--- src/rtl/reg_write_pkg.sv ---
// Shared types and constants for the signal generator register-write master.
package reg_write_pkg;

  typedef enum logic [1:0] {
    StIdle,
    StSetup,
    StStrobe,
    StHold
  } wr_state_t;

  localparam int unsigned REG_ADDR_W      = 3;
  localparam int unsigned REG_DATA_W      = 5;
  localparam int unsigned CMD_W           = REG_ADDR_W + REG_DATA_W;

  localparam int unsigned DEF_SETUP_CYC   = 60;
  localparam int unsigned DEF_STROBE_CYC  = 120;
  localparam int unsigned DEF_HOLD_CYC    = 60;

  // Divide ratio of the generator clock; the phase defaults span >= 1 scaled period.
  localparam int unsigned GEN_CLK_SCALE   = 50;

endpackage

--- src/rtl/cmd_fifo.sv ---
// Synchronous FIFO for write commands; pushes while full and pops while empty are dropped.
module cmd_fifo #(
  parameter int unsigned DEPTH = 4,
  parameter int unsigned WIDTH = 8
) (
  input  logic                       clk,
  input  logic                       rst_n,
  input  logic                       push_i,
  input  logic [WIDTH-1:0]           wdata_i,
  input  logic                       pop_i,
  output logic [WIDTH-1:0]           rdata_o,
  output logic                       full_o,
  output logic                       empty_o,
  output logic [$clog2(DEPTH):0]     count_o
);

  localparam int unsigned PtrW = (DEPTH > 1) ? $clog2(DEPTH) : 1;
  localparam int unsigned CntW = $clog2(DEPTH) + 1;

  logic [WIDTH-1:0] mem_q [DEPTH];
  logic [PtrW-1:0]  wr_ptr_q, wr_ptr_d;
  logic [PtrW-1:0]  rd_ptr_q, rd_ptr_d;
  logic [CntW-1:0]  count_q, count_d;
  logic             do_push, do_pop;

  assign full_o  = (count_q == CntW'(DEPTH));
  assign empty_o = (count_q == '0);
  assign count_o = count_q;
  assign rdata_o = mem_q[rd_ptr_q];

  // Full blocks a push even when a pop frees a slot in the same cycle.
  assign do_push = push_i && !full_o;
  assign do_pop  = pop_i && !empty_o;

  always_comb begin
    wr_ptr_d = wr_ptr_q;
    rd_ptr_d = rd_ptr_q;
    count_d  = count_q;
    if (do_push) wr_ptr_d = wr_ptr_q + PtrW'(1);
    if (do_pop)  rd_ptr_d = rd_ptr_q + PtrW'(1);
    unique case ({do_push, do_pop})
      2'b10:   count_d = count_q + CntW'(1);
      2'b01:   count_d = count_q - CntW'(1);
      default: count_d = count_q;
    endcase
  end

  always_ff @(posedge clk or negedge rst_n) begin
    if (!rst_n) begin
      wr_ptr_q <= '0;
      rd_ptr_q <= '0;
      count_q  <= '0;
    end else begin
      wr_ptr_q <= wr_ptr_d;
      rd_ptr_q <= rd_ptr_d;
      count_q  <= count_d;
    end
  end

  always_ff @(posedge clk) begin
    if (do_push) mem_q[wr_ptr_q] <= wdata_i;
  end

endmodule

--- src/rtl/reg_write_master.sv ---
// Replays buffered register writes as setup/strobe/hold pulses slow enough for the
// generator's divided clock to capture.
module reg_write_master
  import reg_write_pkg::*;
#(
  parameter int unsigned DEPTH      = 4,
  parameter int unsigned CNT_W      = 8,
  parameter int unsigned SETUP_CYC  = DEF_SETUP_CYC,
  parameter int unsigned STROBE_CYC = DEF_STROBE_CYC,
  parameter int unsigned HOLD_CYC   = DEF_HOLD_CYC
) (
  input  logic                    clk,
  input  logic                    rst_n,
  input  logic                    cmd_valid_i,
  output logic                    cmd_ready_o,
  input  logic [REG_ADDR_W-1:0]   cmd_addr_i,
  input  logic [REG_DATA_W-1:0]   cmd_data_i,
  output logic [REG_ADDR_W-1:0]   bus_addr_o,
  output logic [REG_DATA_W-1:0]   bus_data_o,
  output logic                    bus_strobe_o,
  output logic                    busy_o,
  output logic [$clog2(DEPTH):0]  level_o
);

  localparam logic [CNT_W-1:0] SetupLd  = CNT_W'(SETUP_CYC - 1);
  localparam logic [CNT_W-1:0] StrobeLd = CNT_W'(STROBE_CYC - 1);
  localparam logic [CNT_W-1:0] HoldLd   = CNT_W'(HOLD_CYC - 1);

  wr_state_t             state_q, state_d;
  logic [CNT_W-1:0]      cnt_q, cnt_d;
  logic                  strobe_q, strobe_d;
  logic [REG_ADDR_W-1:0] addr_q, addr_d;
  logic [REG_DATA_W-1:0] data_q, data_d;

  logic [CMD_W-1:0]      fifo_rdata;
  logic                  fifo_full, fifo_empty, pop;

  cmd_fifo #(
    .DEPTH (DEPTH),
    .WIDTH (CMD_W)
  ) u_fifo (
    .clk     (clk),
    .rst_n   (rst_n),
    .push_i  (cmd_valid_i),
    .wdata_i ({cmd_addr_i, cmd_data_i}),
    .pop_i   (pop),
    .rdata_o (fifo_rdata),
    .full_o  (fifo_full),
    .empty_o (fifo_empty),
    .count_o (level_o)
  );

  assign cmd_ready_o  = !fifo_full;
  assign busy_o       = !fifo_empty || (state_q != StIdle);
  assign bus_addr_o   = addr_q;
  assign bus_data_o   = data_q;
  assign bus_strobe_o = strobe_q;

  always_comb begin
    state_d  = state_q;
    cnt_d    = cnt_q;
    strobe_d = strobe_q;
    addr_d   = addr_q;
    data_d   = data_q;
    pop      = 1'b0;
    unique case (state_q)
      StIdle: begin
        if (!fifo_empty) begin
          pop     = 1'b1;
          addr_d  = fifo_rdata[CMD_W-1:REG_DATA_W];
          data_d  = fifo_rdata[REG_DATA_W-1:0];
          cnt_d   = SetupLd;
          state_d = StSetup;
        end
      end
      StSetup: begin
        if (cnt_q == '0) begin
          strobe_d = 1'b1;
          cnt_d    = StrobeLd;
          state_d  = StStrobe;
        end else begin
          cnt_d = cnt_q - CNT_W'(1);
        end
      end
      StStrobe: begin
        if (cnt_q == '0) begin
          strobe_d = 1'b0;
          cnt_d    = HoldLd;
          state_d  = StHold;
        end else begin
          cnt_d = cnt_q - CNT_W'(1);
        end
      end
      StHold: begin
        if (cnt_q == '0) begin
          // Chain straight into the next command so back-to-back writes keep a fixed period.
          if (!fifo_empty) begin
            pop     = 1'b1;
            addr_d  = fifo_rdata[CMD_W-1:REG_DATA_W];
            data_d  = fifo_rdata[REG_DATA_W-1:0];
            cnt_d   = SetupLd;
            state_d = StSetup;
          end else begin
            state_d = StIdle;
          end
        end else begin
          cnt_d = cnt_q - CNT_W'(1);
        end
      end
      default: state_d = StIdle;
    endcase
  end

  always_ff @(posedge clk or negedge rst_n) begin
    if (!rst_n) begin
      state_q  <= StIdle;
      cnt_q    <= '0;
      strobe_q <= 1'b0;
      addr_q   <= '0;
      data_q   <= '0;
    end else begin
      state_q  <= state_d;
      cnt_q    <= cnt_d;
      strobe_q <= strobe_d;
      addr_q   <= addr_d;
      data_q   <= data_d;
    end
  end

endmodule

--- config.mk ---
export PLATFORM = sky130hd
export DESIGN_NAME = reg_write_master
export DESIGN_NICKNAME = d
export VERILOG_FILES = /design/src/rtl/reg_write_pkg.sv /design/src/rtl/cmd_fifo.sv /design/src/rtl/reg_write_master.sv
export SDC_FILE = /design/constraint.sdc
export NUM_CORES = 1
export LEC_CHECK = 0
export CORE_MARGIN = 5
export CORE_UTILIZATION = 43
export DETAILED_ROUTE_END_ITERATION = 16
export SKIP_LAST_GASP = 1
export SLEW_MARGIN = 20
export SYNTH_ARGS = -nofsm -noshare
export SYNTH_HDL_FRONTEND = slang
export SYNTH_SLANG_ARGS = --single-unit
--- constraint.sdc ---
create_clock -name clk -period 5.7 [get_ports clk]
set_input_delay 0.855 -clock clk [delete_from_list [all_inputs] [get_ports clk]]
set_output_delay 0.855 -clock clk [all_outputs]
set_load 0.02 [all_outputs]
== After elaboration in Yosys (flattened, before gate mapping) ==
Memory sizes are Yosys's and may differ from the RTL's.
Cells that the tools add are included.

* Output and inout port bits: 14
* RAM bits: 32
* Input bits: 11
* Register bits: 26
* Logic and storage cells: 65
* Memories kept: 1

* Mux-type cells: 26
* Equality and inequality tests: 10
* $add $sub $neg: 5
* Reductions and logical operators: 15

{| class="wikitable"
|+ Memory list
! name !! depth !! width !! rd ports !! clocked after memory_dff !! wr ports !! RTL line !! RTL
|-
| u_fifo.mem_q || 4 || 8 || 1 || 0 || 1 || cmd_fifo.sv:20 || <nowiki>logic [WIDTH-1:0] mem_q [DEPTH];</nowiki>
|}

{| class="wikitable"
|+ Operators with widths
! cell !! count
|-
| 2-to-1 mux 8 bit || 4
|-
| case mux 8 bit (4 select lines) || 1
|-
| case mux 3 bit (2 select lines) || 2
|-
| 2-to-1 mux 5 bit || 2
|-
| case mux 5 bit (2 select lines) || 1
|-
| zero test 8 bit || 1
|-
| 2-to-1 mux 2 bit || 4
|-
| != test 2 bit (second input constant) || 4
|-
| case mux 2 bit (4 select lines) || 1
|-
| nonzero test 2 bit || 4
|-
| subtractor 8 x 1 -> 8 bit (second input constant) || 1
|-
| 2-to-1 mux 1 bit || 7
|-
| equality test 2 bit (second input constant) || 3
|-
| 2-to-1 mux 3 bit || 2
|-
| adder 2 x 1 -> 2 bit (second input constant) || 2
|-
| equality test 2 x 1 -> 1 bit (second input constant) || 2
|-
| case mux 1 bit (2 select lines) || 2
|-
| AND reduction 4 bit || 1
|-
| adder 3 x 1 -> 3 bit (second input constant) || 1
|-
| equality test 3 bit (second input constant) || 1
|-
| zero test 3 bit || 1
|-
| AND reduction 3 bit || 1
|-
| subtractor 3 x 1 -> 3 bit (second input constant) || 1
|-
| logical AND 1 bit || 2
|-
| other kinds (4) || 5
|}

== Logic depth before layout (Yosys ltp) ==
Gate-level depths: netlist (run 1).

* Depth in word-level cells: 7
* Depth in mapped cells: 10
* Gate-level depth less buffers: 10

== Hierarchy ==
A second synthesis (run 1) with hierarchy kept.

* Cells, all modules: 193
* Area, all modules: 2718.9 um2

{| class="wikitable"
|+ Modules (own cells, without submodules)
! module !! instances !! sequential area each (um2) !! cells an instance !! area each (um2)
|-
| cmd_fifo || 1 || 1136.1 || 80 || 1584.0
|-
| reg_write_master || 1 || 475.5 || 113 || 1134.8
|}

== Least setup slack after synthesis (run 1) ==
Ideal clock, no wire load.

* Kind: reg-to-reg
* Start: reg u_fifo.count_q[0] (netlist: u_fifo.count_o[0])
* End: reg u_fifo.count_q[2] (netlist: u_fifo.count_o[2])
* Arrival: 2.188 ns
* Required time: 5.567 ns
* Library setup time: 0.133 ns
* Stages on the path, launching flop included: 8
* Clock period less this slack: 2.322 ns
* Setup slack: 3.378 ns
* Path buffers: 0
* Cell sequence: dfrtp_1 -> nor3_1 -> nor3_1 -> ha_1 -> fa_1 -> xnor2_1 -> nor2_1 -> xor2_1

* Cells in the longest elaborated chain, start to end: 7
* Elaborated cells on any way between the ends: 15
* Classes of those cells: add/sub: 2; eq/ne: 3; mux: 4; reduce/logical: 6

{| class="wikitable"
|+ Ends and longest elaborated chain
! what !! RTL line !! RTL
|-
| start, declared || cmd_fifo.sv:23 || <nowiki>logic [CntW-1:0] count_q, count_d;</nowiki>
|-
| start signal, assigned || cmd_fifo.sv:56 || <nowiki>count_q <= count_d;</nowiki>
|-
| zero test 3 bit (*) || cmd_fifo.sv:27 || <nowiki>assign empty_o = (count_q == '0);</nowiki>
|-
| 2-to-1 mux 1 bit || reg_write_master.sv:68, reg_write_master.sv:97 ||
|-
| 2-to-1 mux 1 bit || reg_write_master.sv:95 || <nowiki>if (cnt_q == '0) begin</nowiki>
|-
| case mux 1 bit (2 select lines) || reg_write_master.sv:66 || <nowiki>unique case (state_q)</nowiki>
|-
| logical AND 1 bit (*) || cmd_fifo.sv:33 || <nowiki>assign do_pop = pop_i && !empty_o;</nowiki>
|-
| via u_fifo.do_pop || cmd_fifo.sv:24 || <nowiki>logic do_push, do_pop;</nowiki>
|-
| equality test 2 x 1 -> 1 bit or equality test 2 bit (tied branches) || cmd_fifo.sv:41 || <nowiki>unique case ({do_push, do_pop})</nowiki>
|-
| case mux 3 bit (2 select lines) or nonzero test 2 bit (tied branches) || -- ||
|}

Mark *: on every way through the listed nets, which the timed path passes. The rest lies on a longest branch.
A chain may end at the register's enable or synchronous reset.

== Worst setup path after layout (run 1) ==
* Start: reg u_fifo.count_q[0] (netlist: u_fifo.count_o[0])
* End: out busy_o

* Cells in the longest elaborated chain, start to end: 3

{| class="wikitable"
|+ Ends and longest elaborated chain
! what !! RTL line !! RTL
|-
| zero test 3 bit || cmd_fifo.sv:27 ||
|-
| zero test 1 bit || reg_write_master.sv:54 || <nowiki>assign busy_o = !fifo_empty || (state_q != StIdle);</nowiki>
|-
| logical OR 1 bit || reg_write_master.sv:54 ||
|-
| end, declared || reg_write_master.sv:21 || <nowiki>output logic busy_o,</nowiki>
|}

Every way passes these cells.

==> run metrics, run 1 <==
Routed WL 5180 um; DR vias/cell 5.65; synth warn 0; die height 89.2 um; critical path class reg -> out; Avg Cell Area, Syn 14.7 um^2; Cell Area, Synth 2700 um^2; largest area contributor in the netlist edfxtp_1; Tot GR Track Use 15.1%; FF+latch count, synth 58; CP endpoint kind output pin; pwr dens 636 nW/um^2; CTS hold repair buffers 0; Final Non-Filler Cells 293; Die Span X 89.2 um; Pre-Repair DR Iteration Count 4; Avg WL per Cell 17.7 um; TritonCTS clock tree built; total power 2.06 mW; IO Count 25; crit path DAT 2280 ps; Worst Path Required 4850 ps; global placement routability congestion 0.796; ys async rst share 44.8%; # diodes 0; via count 1654; outcome completed; critical-path cell with the highest stage delay nor3_1; cts repair resizes 0; fin crit period 3130 ps; CTS sink cnt 58; Net Sw Frac 35.2%; hold depth 1; Comb power frac 42.8%; max_slew headroom 40.7%; Clock Tree Root clkbuf_8; num rows 28; Sw Pwr 0.726 mW; CTS Buf Count 9; synth-to-layout area growth 20.2%; largest net degree at the start of global routing 27; vias in the first global route 1718; DP Cell Count 277; Final Hold Fails 0; Least-Margin Pin Slew 883 ps; CTS Buffer Depth 2; worst min path class reg -> reg; worst r2r path cells 8; GR Overflow Total 0; worst hold slack 509 ps; final net count 237; fraction of layout instances using a drive strength above 1 18.3%; RSZ-0062 raised after global routing no; startpoint types flip-flop; ys flop type edfxtp_1; Setup violations, final 0; die footprint 7960 um^2; fraction of the yosys area taken by sequential cells 59.7%; Pins Over Slew Limit 0; top post-synthesis cells by area edfxtp_1, dfrtp_1, mux4_2; worst-path maximum fanout 9; Syn Inst Count 183; Critical Path Max Stage Delay 710 ps; H-tree Lvls 3; postcts setup bufs 0; syn_nets 207; # DRC 0; Core Box Area 6030 um^2; clk_lat worst skew 330 ps; Starting Density 44.8%; Tcrit/Tclk final 54.9%; Yosys top cell area share 35.6%; Static Leakage 1.29 nW; first-pass GRT wire length 8790 um; initial DRC count 107; peak supply drop 321 uV; clock network fraction of total power 21.9%; sequential share of power 35.4%; library cells used by synthesis 46; total of max-cap violations 0; Internal 1.34 mW; setup TNS 0 ps; Worst-path clk slew 70 ps; DP HPWL 3570 um; Post-synth EDFFs 32; final antenna-violating net count 0; maximum clock rate 319 MHz; CP Cell Sequence nor3_1 -> nand2_1 -> clkdlybuf4s50_1; final clock skew 7.70 ps; initial antenna violation count 0; PortBufs 24
==> per-layer routing <==
metal	global-route usage [%]	wire length, um	up-vias
li1	-	-	754
met1	20.2	2280	828
met2	22.6	2520	60
met3	4.33	266	12
met4	7.71	114	0
met5	0	0	-
==> power by group through the flow <==
| stage | clock [mW] | sequential, mW | combinational, mW |
|---|---|---|---|
| 6_report | 0.451 | 0.730 | 0.882 |
| 5_1_grt | 0.481 | 0.754 | 0.970 |
| 4_1_cts | 0.461 | 0.733 | 0.891 |
| 3_5_place_dp | 0 | 0.740 | 0.887 |
| 3_3_place_gp | 0 | 0.726 | 0.857 |
| 2_1_floorplan | 0 | 0.735 | 0.636 |
==> area by class of cell <==
| cell class | instances | area, um^2 |
|---|---|---|
| fill | 516 | 2780 |
| sequential | 58 | 1610 |
| multi-input combinational | 110 | 1020 |
| timing repair buffer | 25 | 248 |
| clock buffer | 11 | 131 |
| clock inverter | 5 | 103 |
| tap | 75 | 93.8 |
| inverter | 9 | 33.8 |
==> sequential cells by signal, indices dropped and copies added, names as in the netlist <==
| register | flops |
|---|---|
| bus_addr_o | 3 |
| bus_data_o | 5 |
| bus_strobe_o | 1 |
| cnt_q | 8 |
| state_q | 2 |
| u_fifo.count_o | 3 |
| u_fifo.mem_q | 32 |
| u_fifo.rd_ptr_q | 2 |
| u_fifo.wr_ptr_q | 2 |
==> kinds of logic (layout without fill, tap and decap cells) <==
family          count (synthesis)  in the layout  share of synthesized area, %
mux                            20             20                          12.8
compound gates                 30             30                          7.61
xor+xnor                        8              8                          2.60
fa+ha+maj                      13             13                          6.31
buf+inv                        15             50                          2.41
simple gates                   39             39                          8.58
flops                          58             58                          59.7
==> path summary, 6_finish.rpt <==
check | from | to | slack [ps]
min in group asynchronous | rst_n | cnt_q[5]$_DFF_PN0_ | 900
max in group asynchronous | rst_n | u_fifo.wr_ptr_q[0]$_DFFE_PN0P_ | 4530
hold / removal | bus_addr_o[1]$_DFFE_PN0P_ | bus_addr_o[1]$_DFFE_PN0P_ | 510
setup / recovery | u_fifo.count_o[0]$_DFFE_PN0P_ | busy_o | 2570
setup reg to reg | cnt_q[0]$_DFF_PN0_ | u_fifo.count_o[1]$_DFFE_PN0P_ | 3120
hold reg to reg | bus_addr_o[1]$_DFFE_PN0P_ | bus_addr_o[1]$_DFFE_PN0P_ | 510
==> worst max-delay path, delay by kind of cell (launching register included) <==
kind          cells  cell delay [ps]
flops             1              460
simple gates      2              910
buf+inv           1              580
==> synthesized netlist by cell type, drive strengths merged (3+ instances only) <==
cell	instances
o21ai	9
mux4	8
xor2	5
ha	12
mux2	11
inv	9
nand3	6
xnor2	3
nor2	8
a21oi	4
dfrtp	26
buf	4
and3	6
nand2	5
edfxtp	32
nor3	5
==> cells in the final DEF, fill, tap and decap left out, types with 4 or more instances in the layout <==
master,netlist,routed
edfxtp_1,32,32
dfrtp_1,26,26
clkdlybuf4s50_1,0,24
ha_1,12,12
inv_1,9,9
o21ai_0,9,9
clkbuf_8,0,9
nor2_1,8,8
mux4_2,8,8
mux2_4,8,8
nand3_1,6,6
xor2_1,5,5
and3_1,5,5
nand2_1,4,4
a21oi_1,4,4
nor3_1,4,4
==> stage by stage <==
step           utilization, %  cell area (um^2)  worst slack [ps]
6_report                 53.8              3240              2570
5_1_grt                  53.8              3240              2270
4_1_cts                  53.8              3240              2550
3_5_place_dp             49.9              3010              2910
3_3_place_gp             49.9              3010              2960
2_1_floorplan               -              2700              3380
Power figures use the tool's default switching activity.
==> run 2, diff against run 1 <==
clock period = 3 ns   (was 5.7 ns; I/O delays follow)
==> run metrics, run 2 (synthesis gave the netlist of run 1 again) <==
outcome completed; IO Count 25 (unchanged); Least-Margin Pin Slew 628 ps (-255 ps); Largest Register u_fifo.mem_q; critical path class reg -> reg; R2R Path Start cnt_q[0]$_DFF_PN0_; maximum clock rate 408 MHz; Die Span X 89.2 um (unchanged); flop2flop setup slack 550 ps (-2570 ps); Setup violations, final 0 (unchanged); Final Non-Filler Cells 296 (+1.0%); beginning of the critical path cnt_q[0]$_DFF_PN0_; DP Cell Count 280 (+1.1%); max FFs per register 32 (unchanged); worst-path maximum fanout 4 (-5); Static Leakage 1.28 nW (-0.95%); RSZ-0062 raised after global routing no; CTS Buf Count 9 (unchanged); Routed WL 5260 um (+1.5%); DP HPWL 3650 um (+2.2%); # DRC 0 (unchanged); Final Core Density 53.3% (-0.54 points); final antenna-violating net count 0 (unchanged); TritonCTS clock tree built; # diodes 0 (unchanged); postcts setup bufs 0 (unchanged); peak supply drop 611 uV (+91%); CP endpoint kind flip-flop; GR Overflow Total 0 (unchanged); largest net degree at the start of global routing 23 (-15%); synth-to-layout area growth 19.0%; CTS hold repair buffers 0 (unchanged); startpoint types flip-flop; PortBufs 24 (unchanged); total power 3.74 mW (+81%); initial DRC count 80 (-25%); die height 89.2 um (unchanged); num rows 28 (unchanged); total of max-cap violations 0 (unchanged); fraction of layout instances using a drive strength above 1 20.4% (+2.0 points); final clock skew 9.05 ps (+1.35 ps); Pins Over Slew Limit 0 (unchanged); initial antenna violation count 0 (unchanged); H-tree Lvls 3 (unchanged); CTS sink cnt 58 (unchanged); DR vias/cell 5.50 (-2.6%); Final Hold Fails 0 (unchanged); most frequent cells in the layout edfxtp_1, dfrtp_1, clkdlybuf4s50_1; Worst-path clk slew 70 ps (about the same); vias in the first global route 1771 (+3.1%); Clock Tree Root clkbuf_8; Tcrit/Tclk final 81.6%; crit path DAT 2660 ps (+380 ps); cts repair resizes 0 (unchanged); fin crit period 2450 ps; Avg WL per Cell 17.8 um (+0.46%); CTS Buffer Depth 2 (unchanged); most common cell after layout, fill and taps aside edfxtp_1; die footprint 7960 um^2 (unchanged); via count 1628 (-1.6%); first-pass GRT wire length 8860 um (+0.78%); worst r2r path cells 8 (unchanged); clk_lat worst skew 330 ps (about the same); Core Box Area 6030 um^2 (unchanged); worst min path class in -> async; Critical path destination u_fifo.count_o[1]$_DFFE_PN0P_; Tot GR Track Use 15.2% (+0.084 points); setup TNS 0 ps (unchanged); Pre-Repair DR Iteration Count 4 (unchanged); global placement routability congestion 0.820 (+3.1%); final net count 240 (+1.3%); Worst Path Required 3210 ps (-1640 ps); pwr dens 1160 nW/um^2 (+83%); reg2reg end u_fifo.count_o[1]$_DFFE_PN0P_; Starting Density 44.8% (unchanged); max_slew headroom 57.8% (+17 points)
-- run 2: routing by layer --
| layer | vias to the layer above | GRT usage, % | part of all wire, % |
|---|---|---|---|
| met2 | 36 | 25.1 | 51 |
| li1 | 759 | - | - |
| met3 | 6 | 4.24 | 3.4 |
| met4 | 0 | 5.68 | 0.95 |
| met5 | - | 0 | 0 |
| met1 | 827 | 19.1 | 45 |
-- run 2: critical path, cell delays in order, from the launching register on --
cell	delay [ps]
dfrtp_1	420
inv_1	100
ha_1	160
nor4b_4	260
a31oi_1	170
nor3_1	270
ha_1	270
fa_1	430
mux2_2	270
-- run 2: cell type report --
class                           count  area [um^2]
Tap cell                           75         93.8
Fill cell                         517         2820
Timing Repair Buffer               28          270
Clock buffer                        9          124
Multi-Input combinational cell    110         1020
Sequential cell                    58         1610
Clock inverter                      7         55.1
Inverter                            9         33.8
-- run 2: how the worst min path moves through the flow --
stage                              startpoint                        end  cells after the start
floorplan                               rst_n  bus_addr_o[0]$_DFFE_PN0P_                      0
global placement    bus_data_o[0]$_DFFE_PN0P_  bus_data_o[0]$_DFFE_PN0P_                      1
detailed placement  bus_data_o[0]$_DFFE_PN0P_  bus_data_o[0]$_DFFE_PN0P_                      1
CTS                                     rst_n  bus_data_o[0]$_DFFE_PN0P_                      1
global route                            rst_n  bus_data_o[0]$_DFFE_PN0P_                      1
finish                                  rst_n  bus_data_o[0]$_DFFE_PN0P_                      1
-- run 2: where the power goes --
part,internal (mW),total (mW),switching [mW]
Combinational,0.890,1.72,0.833
Sequential,1.13,1.38,0.254
Clock,0.304,0.630,0.326
-- run 2: metrics by stage --
stage | cell area, um^2 | hold slack, ps | worst slack (ps)
6_report | 3210 | 332 | 552
5_1_grt | 3210 | 340 | 429
4_1_cts | 3210 | 329 | 552
3_5_place_dp | 3030 | 499 | 607
3_3_place_gp | 3030 | 495 | 686
2_1_floorplan | 2700 | 154 | 678
